==> src/rtl/fetch_decode_skid_buffer_if.sv <==
// rtl/fetch_decode_skid_buffer_if.sv - fetch/decode handshake bundle for the IF/ID skid buffer
interface fetch_decode_skid_buffer_if #(
  parameter int XLEN = 32
);
  logic            valid_f;
  logic            ready_f;
  logic [XLEN-1:0] instr_f;
  logic [XLEN-1:0] pc_f;
  logic [XLEN-1:0] pcplus4_f;

  logic            valid_d;
  logic            ready_d;
  logic [XLEN-1:0] instr_d;
  logic [XLEN-1:0] pc_d;
  logic [XLEN-1:0] pcplus4_d;

  // master drives fetch payload and decode ready; slave is the buffer itself
  modport master (
    output valid_f, instr_f, pc_f, pcplus4_f, ready_d,
    input  ready_f, valid_d, instr_d, pc_d, pcplus4_d
  );

  modport slave (
    input  valid_f, instr_f, pc_f, pcplus4_f, ready_d,
    output ready_f, valid_d, instr_d, pc_d, pcplus4_d
  );
endinterface

==> src/rtl/fetch_decode_skid_buffer.sv <==
// rtl/fetch_decode_skid_buffer.sv - 2-entry IF/ID skid buffer with NOP bubbles and stall counter
module fetch_decode_skid_buffer #(
  parameter int              XLEN      = 32,
  parameter logic [XLEN-1:0] NOP_INSTR = 'h00000013,
  parameter int              CNT_W     = 16
) (
  input  logic                        clk,
  input  logic                        rst_n,
  fetch_decode_skid_buffer_if.slave   bus,
  input  logic                        flush,
  output logic [1:0]                  occupancy,
  output logic [CNT_W-1:0]            stall_cnt
);

  typedef struct packed {
    logic [XLEN-1:0] instr;
    logic [XLEN-1:0] pc;
    logic [XLEN-1:0] pcplus4;
  } entry_t;

  typedef enum logic [1:0] {
    EMPTY = 2'b00,
    ONE   = 2'b01,
    FULL  = 2'b11
  } state_t;

  localparam entry_t          BUBBLE  = {NOP_INSTR, {XLEN{1'b0}}, {XLEN{1'b0}}};
  localparam logic [CNT_W-1:0] CNT_MAX = '1;

  state_t state;
  entry_t main_q;
  entry_t skid_q;
  entry_t in_entry;
  logic   main_valid_q;
  logic   ready_f_q;
  logic   in_fire;
  logic   out_fire;

  assign in_entry = {bus.instr_f, bus.pc_f, bus.pcplus4_f};
  assign in_fire  = bus.valid_f & ready_f_q;
  assign out_fire = main_valid_q & bus.ready_d;

  assign bus.ready_f   = ready_f_q;
  assign bus.valid_d   = main_valid_q;
  assign bus.instr_d   = main_q.instr;
  assign bus.pc_d      = main_q.pc;
  assign bus.pcplus4_d = main_q.pcplus4;

  // ready_f comes straight from a flop so ready_d never reaches fetch combinationally
  always_ff @(posedge clk or negedge rst_n) begin
    if (!rst_n) begin
      state        <= EMPTY;
      main_q       <= BUBBLE;
      skid_q       <= BUBBLE;
      main_valid_q <= 1'b0;
      ready_f_q    <= 1'b1;
      occupancy    <= 2'd0;
    end else if (flush) begin
      state        <= EMPTY;
      main_q       <= BUBBLE;
      main_valid_q <= 1'b0;
      ready_f_q    <= 1'b1;
      occupancy    <= 2'd0;
    end else begin
      case (state)
        EMPTY: begin
          if (in_fire) begin
            state        <= ONE;
            main_q       <= in_entry;
            main_valid_q <= 1'b1;
            occupancy    <= 2'd1;
          end
        end
        ONE: begin
          if (in_fire && out_fire) begin
            main_q <= in_entry;
          end else if (in_fire) begin
            state     <= FULL;
            skid_q    <= in_entry;
            ready_f_q <= 1'b0;
            occupancy <= 2'd2;
          end else if (out_fire) begin
            state        <= EMPTY;
            main_q       <= BUBBLE;
            main_valid_q <= 1'b0;
            occupancy    <= 2'd0;
          end
        end
        FULL: begin
          if (out_fire) begin
            state     <= ONE;
            main_q    <= skid_q;
            ready_f_q <= 1'b1;
            occupancy <= 2'd1;
          end
        end
        default: begin
          state        <= EMPTY;
          main_q       <= BUBBLE;
          main_valid_q <= 1'b0;
          ready_f_q    <= 1'b1;
          occupancy    <= 2'd0;
        end
      endcase
    end
  end

  // flush does not clear the counter; it only suppresses counting that cycle
  always_ff @(posedge clk or negedge rst_n) begin
    if (!rst_n) begin
      stall_cnt <= '0;
    end else if (main_valid_q && !bus.ready_d && !flush && stall_cnt != CNT_MAX) begin
      stall_cnt <= stall_cnt + CNT_W'(1);
    end
  end

endmodule

==> src/flat_wrapper.sv <==
// flat-port wrapper written by rule: the top's interface ports become plain ports
module fetch_decode_skid_buffer_flat 
#(
  parameter int              XLEN      = 32,
  parameter logic [XLEN-1:0] NOP_INSTR = 'h00000013,
  parameter int              CNT_W     = 16
)
  (clk, rst_n, flush, occupancy, stall_cnt, bus_valid_f, bus_instr_f, bus_pc_f, bus_pcplus4_f, bus_ready_d, bus_ready_f, bus_valid_d, bus_instr_d, bus_pc_d, bus_pcplus4_d);
  fetch_decode_skid_buffer_if #(.XLEN(XLEN)) bus_i ();
  input  logic clk;
  input  logic rst_n;
  input  logic flush;
  output logic [1:0] occupancy;
  output logic [CNT_W-1:0] stall_cnt;
  input wire logic [$bits(bus_i.valid_f)-1:0] bus_valid_f;
  input wire logic [$bits(bus_i.instr_f)-1:0] bus_instr_f;
  input wire logic [$bits(bus_i.pc_f)-1:0] bus_pc_f;
  input wire logic [$bits(bus_i.pcplus4_f)-1:0] bus_pcplus4_f;
  input wire logic [$bits(bus_i.ready_d)-1:0] bus_ready_d;
  output wire logic [$bits(bus_i.ready_f)-1:0] bus_ready_f;
  output wire logic [$bits(bus_i.valid_d)-1:0] bus_valid_d;
  output wire logic [$bits(bus_i.instr_d)-1:0] bus_instr_d;
  output wire logic [$bits(bus_i.pc_d)-1:0] bus_pc_d;
  output wire logic [$bits(bus_i.pcplus4_d)-1:0] bus_pcplus4_d;
  assign bus_i.valid_f = bus_valid_f;
  assign bus_i.instr_f = bus_instr_f;
  assign bus_i.pc_f = bus_pc_f;
  assign bus_i.pcplus4_f = bus_pcplus4_f;
  assign bus_i.ready_d = bus_ready_d;
  assign bus_ready_f = bus_i.ready_f;
  assign bus_valid_d = bus_i.valid_d;
  assign bus_instr_d = bus_i.instr_d;
  assign bus_pc_d = bus_i.pc_d;
  assign bus_pcplus4_d = bus_i.pcplus4_d;
  fetch_decode_skid_buffer #(.XLEN(XLEN), .NOP_INSTR(NOP_INSTR), .CNT_W(CNT_W)) u_core (.clk(clk), .rst_n(rst_n), .bus(bus_i), .flush(flush), .occupancy(occupancy), .stall_cnt(stall_cnt));
endmodule
==> config.mk <==
export PLATFORM = sky130hd
export DESIGN_NAME = fetch_decode_skid_buffer_flat
export DESIGN_NICKNAME = d
export VERILOG_FILES = /design/src/rtl/fetch_decode_skid_buffer_if.sv /design/src/rtl/fetch_decode_skid_buffer.sv /design/src/flat_wrapper.sv
export SDC_FILE = /design/constraint.sdc
export NUM_CORES = 1
export LEC_CHECK = 0
export CAP_MARGIN = 20
export CORE_ASPECT_RATIO = 1.1
export CORE_UTILIZATION = 35
export CTS_CLUSTER_SIZE = 16
export DETAILED_ROUTE_END_ITERATION = 7
export REMOVE_ABC_BUFFERS = 1
export SETUP_SLACK_MARGIN = 0.3
export SLEW_MARGIN = 20
export SYNTH_ARGS = -nofsm -noshare
export SYNTH_HDL_FRONTEND = slang
export SYNTH_SLANG_ARGS = --single-unit
==> constraint.sdc <==
create_clock -name clk -period 3.3 [get_ports clk]
set_input_delay 0.33 -clock clk [delete_from_list [all_inputs] [get_ports clk]]
set_output_delay 0.33 -clock clk [all_outputs]
set_load 0.01 [all_outputs]
Word level (Yosys, flattened, before mapping) --
Index checks and enable logic that the tools add are counted. W data, S select, Z words.
Storage, ports and cells: bits in registers 214, bits of input ports 101, output and inout port bits 116
Operators by class: add/subtract/negate cells 1, equality and inequality tests 14, muxes and demuxes 29, bitwise logic cells 4, reductions and logical operators 12
Operators with widths (number):
- $mux W96 | 6
- $pmux W96 S3 | 1
- $mux W2 | 9
- $add A16 B1 Y16 const B | 1
- $ne A16 B16 Y1 const B | 1
- $reduce_and A4 Y1 | 4
- $ne A3 B2 Y1 const B | 4
- $pmux W2 S3 | 2
- $mux W1 | 9
- $ne A4 B2 Y1 const B | 2
- $ne A3 B3 Y1 const B | 2
- $pmux W1 S3 | 2
- $reduce_and A5 Y1 | 1
- $logic_and A1 B1 Y1 | 4
- $ne A2 B2 Y1 const B | 2
- $ne A4 B4 Y1 const B | 1
- $and A1 B1 Y1 | 2
- $eq A2 B1 Y1 const B | 1
- $eq A2 B2 Y1 const B | 1
- $logic_not A1 Y1 | 2
- $logic_not A2 Y1 | 1
- $not A1 Y1 | 2

Logic depth before layout (Yosys ltp) --
Gate-level depths: netlist (run 1).
depth in word-level cells 6, mapped depth 9, depth with buffers taken out 6

Worst setup path after synthesis (run 1) --
Ideal clock, no wire load.
path type reg-to-reg, start reg, netlist name u_core.occupancy[1], end reg u_core.main_q, in the netlist u_core.bus.instr_d[0], setup time 91 ps, arrival 1898 ps, path slack 1311 ps, cell stages (with the launch flop) 9, path buffers 2, cells stage by stage dfrtp_1 -> inv_1 -> ha_1 -> buf_2 -> or2_1 -> a2111o_1 -> buf_4 -> a21oi_1 -> a32oi_1
RTL lines:
- to (signal assigned) | RTL line fetch_decode_skid_buffer.sv:69 | main_q <= in_entry;
- to (signal assigned) | RTL line fetch_decode_skid_buffer.sv:76 | main_q <= in_entry;
- to (signal assigned) | RTL line fetch_decode_skid_buffer.sv:92 | main_q <= skid_q;
- to (decl) | RTL line fetch_decode_skid_buffer.sv:31 | entry_t main_q;

==> results by group, run 1 <==
Floorplanning
  • Die area: approximately 0.027 mm²
  • FP Rows: between 60 and 70
  • Core area: 0.02557 mm²
  • Num ports: 217
  • Chip width: 156.6 µm
  • Chip Height: approximately 170 µm
  • Initial Utilization: ~36%

Layout
  • ANT cells: 0
  • Layout area overhead: 35.51%
  • Nets: 967
  • Fin util: between 40 and 50%
  • # fillers: 2267
  • Layout Cells excl Fill: 1224
  • Share of cells above drive strength 1: 18.91%

Route
  • DR WL/cell: 19.15 µm
  • DR vias: 6481
  • DR iter-0 viols: around 230
  • Final wirelength: 23440 µm
  • Antenna viol nets, final: 0
  • Drt drc: 0
  • Vias per cell: roughly 5.3
  • Drt pass-1 iters: 4

Logic synthesis
  • Asr flop ratio synth: 100.0%
  • Yosys warnings: 0
  • Synth Instances: around 660
  • Main flop type after synthesis: dfrtp_1
  • Seq cells post-synth: 213
  • Synth cell types: 46
  • Sequential area share after synthesis: around three fifths
  • Syn avg cell area: 13.90 µm²
  • Post-synth EDFFs: 0
  • Post-Synthesis Cell Area: 0.009203 mm²

STA
  • Max_slew headroom: 55.18%
  • Fin Clk Skew: 0.008124 ns
  • Final Hold Viols: 0
  • Max-slew violation count: 0
  • Shortest period the worst path allows: approximately 2.5 ns
  • Final Setup Violations: 0
  • Final worst-path cycle share: 76.40%
  • Actual slew at the worst max-slew pin: 0.6722 ns
  • Fmax: 0.3967 GHz
  • RSZ-0062 raised after global routing: no
  • Setup_tns: 0 ns

Clock network
  • CTS root buf: clkbuf_16
  • CTS Buf Count: 24
  • Post-CTS resize count: 0
  • # H-tree levels: 1
  • Max Root-Sink Buffers: 3
  • Num Clock Sinks: 213
  • Setup bufs post-CTS: 0
  • CTS tree: yes
  • Hold buffer count at cts: 1
  • Worst-path clk slew: ~0.060 ns
  • Clock Latency Late Sink: 0.51 ns

GRT
  • Largest net degree at the start of global routing: 94
  • First-pass GRT wire length: 37160 µm
  • GRT Resource Usage Total: 17.54%
  • Global route total overflow: 0
  • Initial antenna violation count: 0
  • Number of global-route vias before repair: 6546

Job
  • # Max-Cap Violations: 0

Placed design
  • Port buffer count: 216
  • RD Place Congestion: 0.8112
  • Post-DP HPWL: about 14000 µm
  • Placed insts: 1180

Worst setup path
  • Setup crit end kind: flip-flop
  • Crit-path leading delay family: compound AO/OA/AOI/OAI gates
  • Crit-path cells: inv_1 -> ha_1 -> or2_1 -> a2111o_2 -> buf_4 -> o2bb2ai_1
  • Worst reg-to-reg setup slack: 0.78 ns
  • Worst Reg-to-Reg Cells: 6
  • Req. time, crit path: 3.73 ns
  • Bufs and invs on worst path: 2
  • Reg2reg end: u_core.bus.pc_d[4]
  • Worst-path maximum fanout: 45
  • CP arrival: around 3 ns
  • Startpoint types: flip-flop
  • Setup CP Type: reg -> reg
  • Critical path's largest stage delay: 0.63 ns
  • FF-to-FF Start: u_core.occupancy[1]
  • Crit path max-delay cell type: a2111o_2

Hold path
  • Class of the worst hold path: in -> async

Power and ir drop
  • Leakage power: 0.005404 µW
  • PD cells: slightly above 800 mW/mm²
  • Peak supply drop: 0.3696 mV

Run status
  • Outcome: finished, final reports clean
-- cell families after synthesis --
kind of cell               Yosys count  share of synthesized area, %
buffers and inverters               62                         4.174
AOI/OAI and AO/OA                  221                         19.21
and+or+nand+nor                     50                         3.005
muxes                              100                         13.87
adders and majority gates            5                        0.6798
xor gates and xnor gates            11                         1.047
DFF                                213                         58.01
-- cell type report --
class	instances	area [µm²]	share of cell area [%]
sequential	213	5339	42.81
multi-input combinational	387	3515	28.18
timing repair buffer	229	2341	18.77
clock buffer	37	740.7	5.940
tap	346	432.9	3.471
clock inverter	6	80.08	0.6421
inverter	6	22.52	0.1806
-- state kept, by name, indices dropped and copies added (netlist names) --
signal	flops
u_core.bus.instr_d	32
u_core.bus.pc_d	32
u_core.bus.pcplus4_d	32
u_core.bus.ready_f	1
u_core.bus.valid_d	1
u_core.occupancy	2
u_core.skid_q	96
u_core.stall_cnt	16
u_core.state	1
-- layout by cell type (no fill, tap or decap), drive strengths merged, types with 3 or more instances in the layout --
cell type	instances
a211oi	6
a21boi	3
a21oi	8
a22oi	93
buf	12
clkbuf	38
clkdlybuf4s50	215
clkinv	4
dfrtp	206
dfstp	7
ha	5
inv	6
mux2	100
nand2	13
nand3	8
nand4	5
nor2	8
nor3	4
o21ai	6
o2bb2ai	93
xor2	9
-- stage by stage --
step / setup slack, ns / power (µW) / hold WS (ns) / instance area (µm²)
after floorplan: -2.961 / 6058 / 0.03441 / 8841
after global placement: 0.8516 / 7613 / 0.4156 / 11640
after detailed placement: 0.7785 / 7670 / 0.4174 / 11640
after CTS: 0.7741 / 10490 / 0.3985 / 12470
after global routing: 0.6273 / 10950 / 0.4496 / 12470
final: 0.7789 / 10350 / 0.4241 / 12470
-- layer usage --
metal | part of all wire, % | up-vias | wire, µm | track usage (%)
met5 | 0 | - | 0 | 0
met4 | 1.4 | 0 | 337 | 4.305
met3 | 7.0 | 29 | 1646 | 4.511
met2 | 46 | 185 | 10690 | 27.85
met1 | 46 | 3324 | 10770 | 23.88
li1 | - | 2943 | - | -
-- synthesized netlist by cell type, drive strengths merged, types with 5 or more instances --
cell type / n / share of area, %
mux2: 100 / 14
dfrtp: 206 / 56
dfstp: 7 / 2.0
a211oi: 6 / 0.49
buf: 32 / 3.0
ha: 5 / 0.68
nand4: 5 / 0.34
xor2: 9 / 0.86
a21oi: 8 / 0.44
o21ai: 6 / 0.33
nand2: 13 / 0.53
o2bb2ai: 93 / 8.9
nand3: 8 / 0.44
a22oi: 93 / 7.6
clkbuf: 24 / 0.98
nor2: 8 / 0.33
inv: 6 / 0.24
-- worst max path at each step --
stage	from	to	slack, ns	cells past startpoint
2_1_floorplan	u_core.occupancy[1]	u_core.bus.instr_d[1]	-2.96	5
3_3_place_gp	u_core.occupancy[1]	u_core.skid_q[37]	0.85	6
3_5_place_dp	u_core.occupancy[1]	u_core.bus.pcplus4_d[12]	0.78	5
4_1_cts	u_core.occupancy[1]	u_core.bus.pc_d[4]	0.77	5
5_1_grt	u_core.occupancy[1]	u_core.bus.pcplus4_d[20]	0.63	6
6_report	u_core.occupancy[1]	u_core.bus.pc_d[4]	0.78	6
-- report_power, final --
group / switching (µW) / internal (µW)
logic: 1520 / 1880
clock network: 1050 / 1690
registers: 578 / 3620
No activity file was read; power rests on OpenSTA's default activity.
==> run 2: changes to the inputs <==
Clock period 3.3 ns to 2.3 ns, I/O delays scaled along.
==> run 2 against run 1 <==
Against the previous run:
- die area did not move
- largest power group unchanged
- combinational power rose by 58%
- flip-flop and latch count did not move
- fmax rose by 26%
- critical endpoint is now u_core.bus.instr_d[14]
- via count rose by 2.1%
- final area rose by 4.5%
- setup slack got worse by 0.48 ns
- first-iteration DRC count rose by 39%
==> results by group, run 2 (synthesized netlist as in run 1, its figures left out) <==
Worst setup path
  • Worst-path maximum fanout: 6 (-87%)
  • Setup crit end kind: flip-flop
  • Bufs and invs on worst path: 3 (+1)
  • Setup CP Type: reg -> reg
  • Worst reg-to-reg setup slack: 0.29 ns (-0.48 ns)
  • Crit path max-delay cell type: a2111o_2
  • Crit-path leading delay family: compound AO/OA/AOI/OAI gates
  • CP arrival: 2.44 ns (-0.51 ns)
  • Crit-path cells: buf_6 -> ha_4 -> or2_4 -> a2111o_2 -> buf_12 -> clkbuf_16 -> o2bb2ai_1
  • Req. time, crit path: 2.73 ns (-1.00 ns)
  • Startpoint types: flip-flop
  • Critical path's largest stage delay: 0.52 ns (-0.11 ns)

Job
  • # Max-Cap Violations: 0 (unchanged)

Floorplanning
  • Chip width: 156.6 µm (unchanged)
  • FP Rows: 61 (unchanged)
  • Chip Height: 172.1 µm (unchanged)
  • Initial Utilization: 35.99% (unchanged)
  • Num ports: 217 (unchanged)
  • Core area: 0.02557 mm² (unchanged)
  • Die area: 0.02695 mm² (unchanged)

Clock network
  • Num Clock Sinks: 213 (unchanged)
  • CTS Buf Count: 26 (+8.3%)
  • CTS root buf: clkbuf_16
  • # H-tree levels: 1 (unchanged)
  • CTS tree: yes
  • Clock Latency Late Sink: 0.51 ns (about the same)
  • Max Root-Sink Buffers: 3 (unchanged)
  • Worst-path clk slew: 0.06 ns (about the same)

Power and ir drop
  • Flop pwr share: 39.1% (-1.5 points)
  • Pwr Total: 15480 µW (+50%)
  • PD cells: 1187 mW/mm² (+43%)
  • Combinational Power Share: 34.9% (+2.0 points)
  • Peak supply drop: 0.6583 mV (+78%)
  • Sw Ratio: 30.76% (+0.33 points)
  • Clock network power share: 26.0% (-0.5 points)
  • P_sw: 4762 µW (+51%)
  • Leakage power: 0.005681 µW (+5.1%)
  • Pint: 10720 µW (+49%)

Layout
  • Nets: 1002 (+3.6%)
  • Layout area overhead: 41.65%
  • Largest register FFs: 96 (unchanged)
  • Share of cells above drive strength 1: 23.50% (+4.6 points)
  • Register area: 0.005341 mm² (about the same)
  • Most frequent cells in the layout: clkdlybuf4s50_1, dfrtp_1, a22oi_1, o2bb2ai_1, mux2_2
  • Layout Cells excl Fill: 1261 (+3.0%)
  • Area of the multi-input gates: 0.003621 mm² (+3.0%)
  • ANT cells: 0 (unchanged)
  • Biggest register: u_core.skid_q
  • # fillers: 2227 (-1.8%)
  • Commonest non-fill, non-tap cell in the layout: clkdlybuf4s50_1

GRT
  • Initial antenna violation count: 0 (unchanged)
  • Number of global-route vias before repair: 6708 (+2.5%)
  • Global route total overflow: 0 (unchanged)
  • First-pass GRT wire length: 37920 µm (+2.0%)
  • GRT Resource Usage Total: 17.80% (+0.26 points)
  • Largest net degree at the start of global routing: 99 (+5.3%)

STA
  • Fmax: 0.4986 GHz (+26%)
  • Shortest period the worst path allows: 2.006 ns (-0.5155 ns)
  • Actual slew at the worst max-slew pin: 0.5998 ns (-0.07240 ns)
  • RSZ-0062 raised after global routing: yes
  • Final Hold Viols: 0 (unchanged)
  • Final worst slack: 0.2945 ns (-0.4845 ns)
  • Final worst-path cycle share: 87.20% (+11 points)
  • Fin Clk Skew: 0.008803 ns (+0.0006796 ns)
  • Max-slew violation count: 0 (unchanged)
  • Final Setup Violations: 0 (unchanged)
  • WHS: 0.3034 ns (-0.1207 ns)
  • Max_slew headroom: 60.01% (+4.8 points)

Route
  • DR WL/cell: 20.02 µm (+4.5%)
  • Drt pass-1 iters: 6 (+2)
  • DR iter-0 viols: 312 (+39%)
  • Antenna viol nets, final: 0 (unchanged)
  • DR vias: 6617 (+2.1%)
  • Vias per cell: 5.247 (-0.90%)
  • Final wirelength: 25240 µm (+7.7%)
  • Drt drc: 0 (unchanged)

Placed design
  • Port buffer count: 216 (unchanged)
  • Post-DP HPWL: 14700 µm (+2.8%)
  • RD Place Congestion: 0.7839 (-3.4%)
  • Pre-CTS setup slack: 0.1815 ns (-0.5970 ns)
  • Placed insts: 1196 (+1.4%)

Run status
  • Outcome: finished, final reports clean

Hold path
  • Class of the worst hold path: in -> async
-- run 2: cell count changes in the layout (fill, tap and decap cells not counted), moves of 2 or more --
cell	before	now
o2bb2ai_4	0	2
o2bb2ai_2	0	6
buf_4	6	22
buf_12	6	13
dfrtp_2	0	2
buf_6	0	4
o2bb2ai_1	93	85
dfrtp_1	206	204
clkbuf_16	25	30
clkbuf_1	5	7
-- run 2: worst paths after layout --
kind	start	to	cells after the start
max reg2reg	u_core.occupancy[1]	u_core.bus.instr_d[14]	7
max in group asynchronous	rst_n	u_core.bus.pcplus4_d[21]	3
min in group clk	bus_instr_f[4]	u_core.bus.instr_d[4]	3
min	rst_n	u_core.stall_cnt[2]	2
max	u_core.occupancy[1]	u_core.bus.instr_d[14]	7
min reg2reg	u_core.bus.instr_d[4]	u_core.bus.instr_d[4]	2
-- run 2: what timing repair did --
item / CTS / global route
pin swaps: 1 / 5
setup endpoints to repair: 169 / 187
hold buffers: 1 / 0
hold endpoints to repair: 62 / 0
setup buffers: 1 / 8
gates resized for setup: 5 / 21
cloned: 2 / 6
-- run 2: power by group through the flow --
stage | combinational, µW | clock [µW] | sequential [µW]
2_1_floorplan | 2550 | 0 | 6150
3_3_place_gp | 5050 | 0 | 6020
3_5_place_dp | 5130 | 0 | 6020
4_1_cts | 5190 | 4140 | 6020
5_1_grt | 5810 | 4290 | 6210
6_report | 5400 | 4030 | 6050
-- run 2: metal layers --
metal,vias up,global-route usage (%),routed length (µm)
li1,3012,-,-
met1,3404,23.91,11370
met2,175,28.14,11760
met3,26,5.313,1737
met4,0,4.220,377
met5,-,0,0
-- run 2: final cells by class --
cell class / count / share of cell area [%]
clock buffers: 41 / 6.124
clock inverters: 6 / 0.4223
inverters: 6 / 0.1728
multi-input cells: 388 / 27.78
flip-flops and latches: 213 / 40.98
well taps: 346 / 3.321
repair buffers: 261 / 21.20
-- run 2: worst register-to-register path: stages (launching register included) --
cell and delay [ns]:
dfrtp_1 0.40, buf_6 0.13, ha_4 0.15, or2_4 0.23, a2111o_2 0.52, buf_12 0.18
clkbuf_16 0.16, o2bb2ai_1 0.15
-- run 2: stage by stage --
step	util, %	setup TNS, ns	instance area [µm²]
final	50.98	0	13040
after global routing	50.98	0	13040
after CTS	49.87	0	12750
after detailed placement	46.24	0	11820
after global placement	46.24	0	11820
after floorplan	-	-523.84	8841
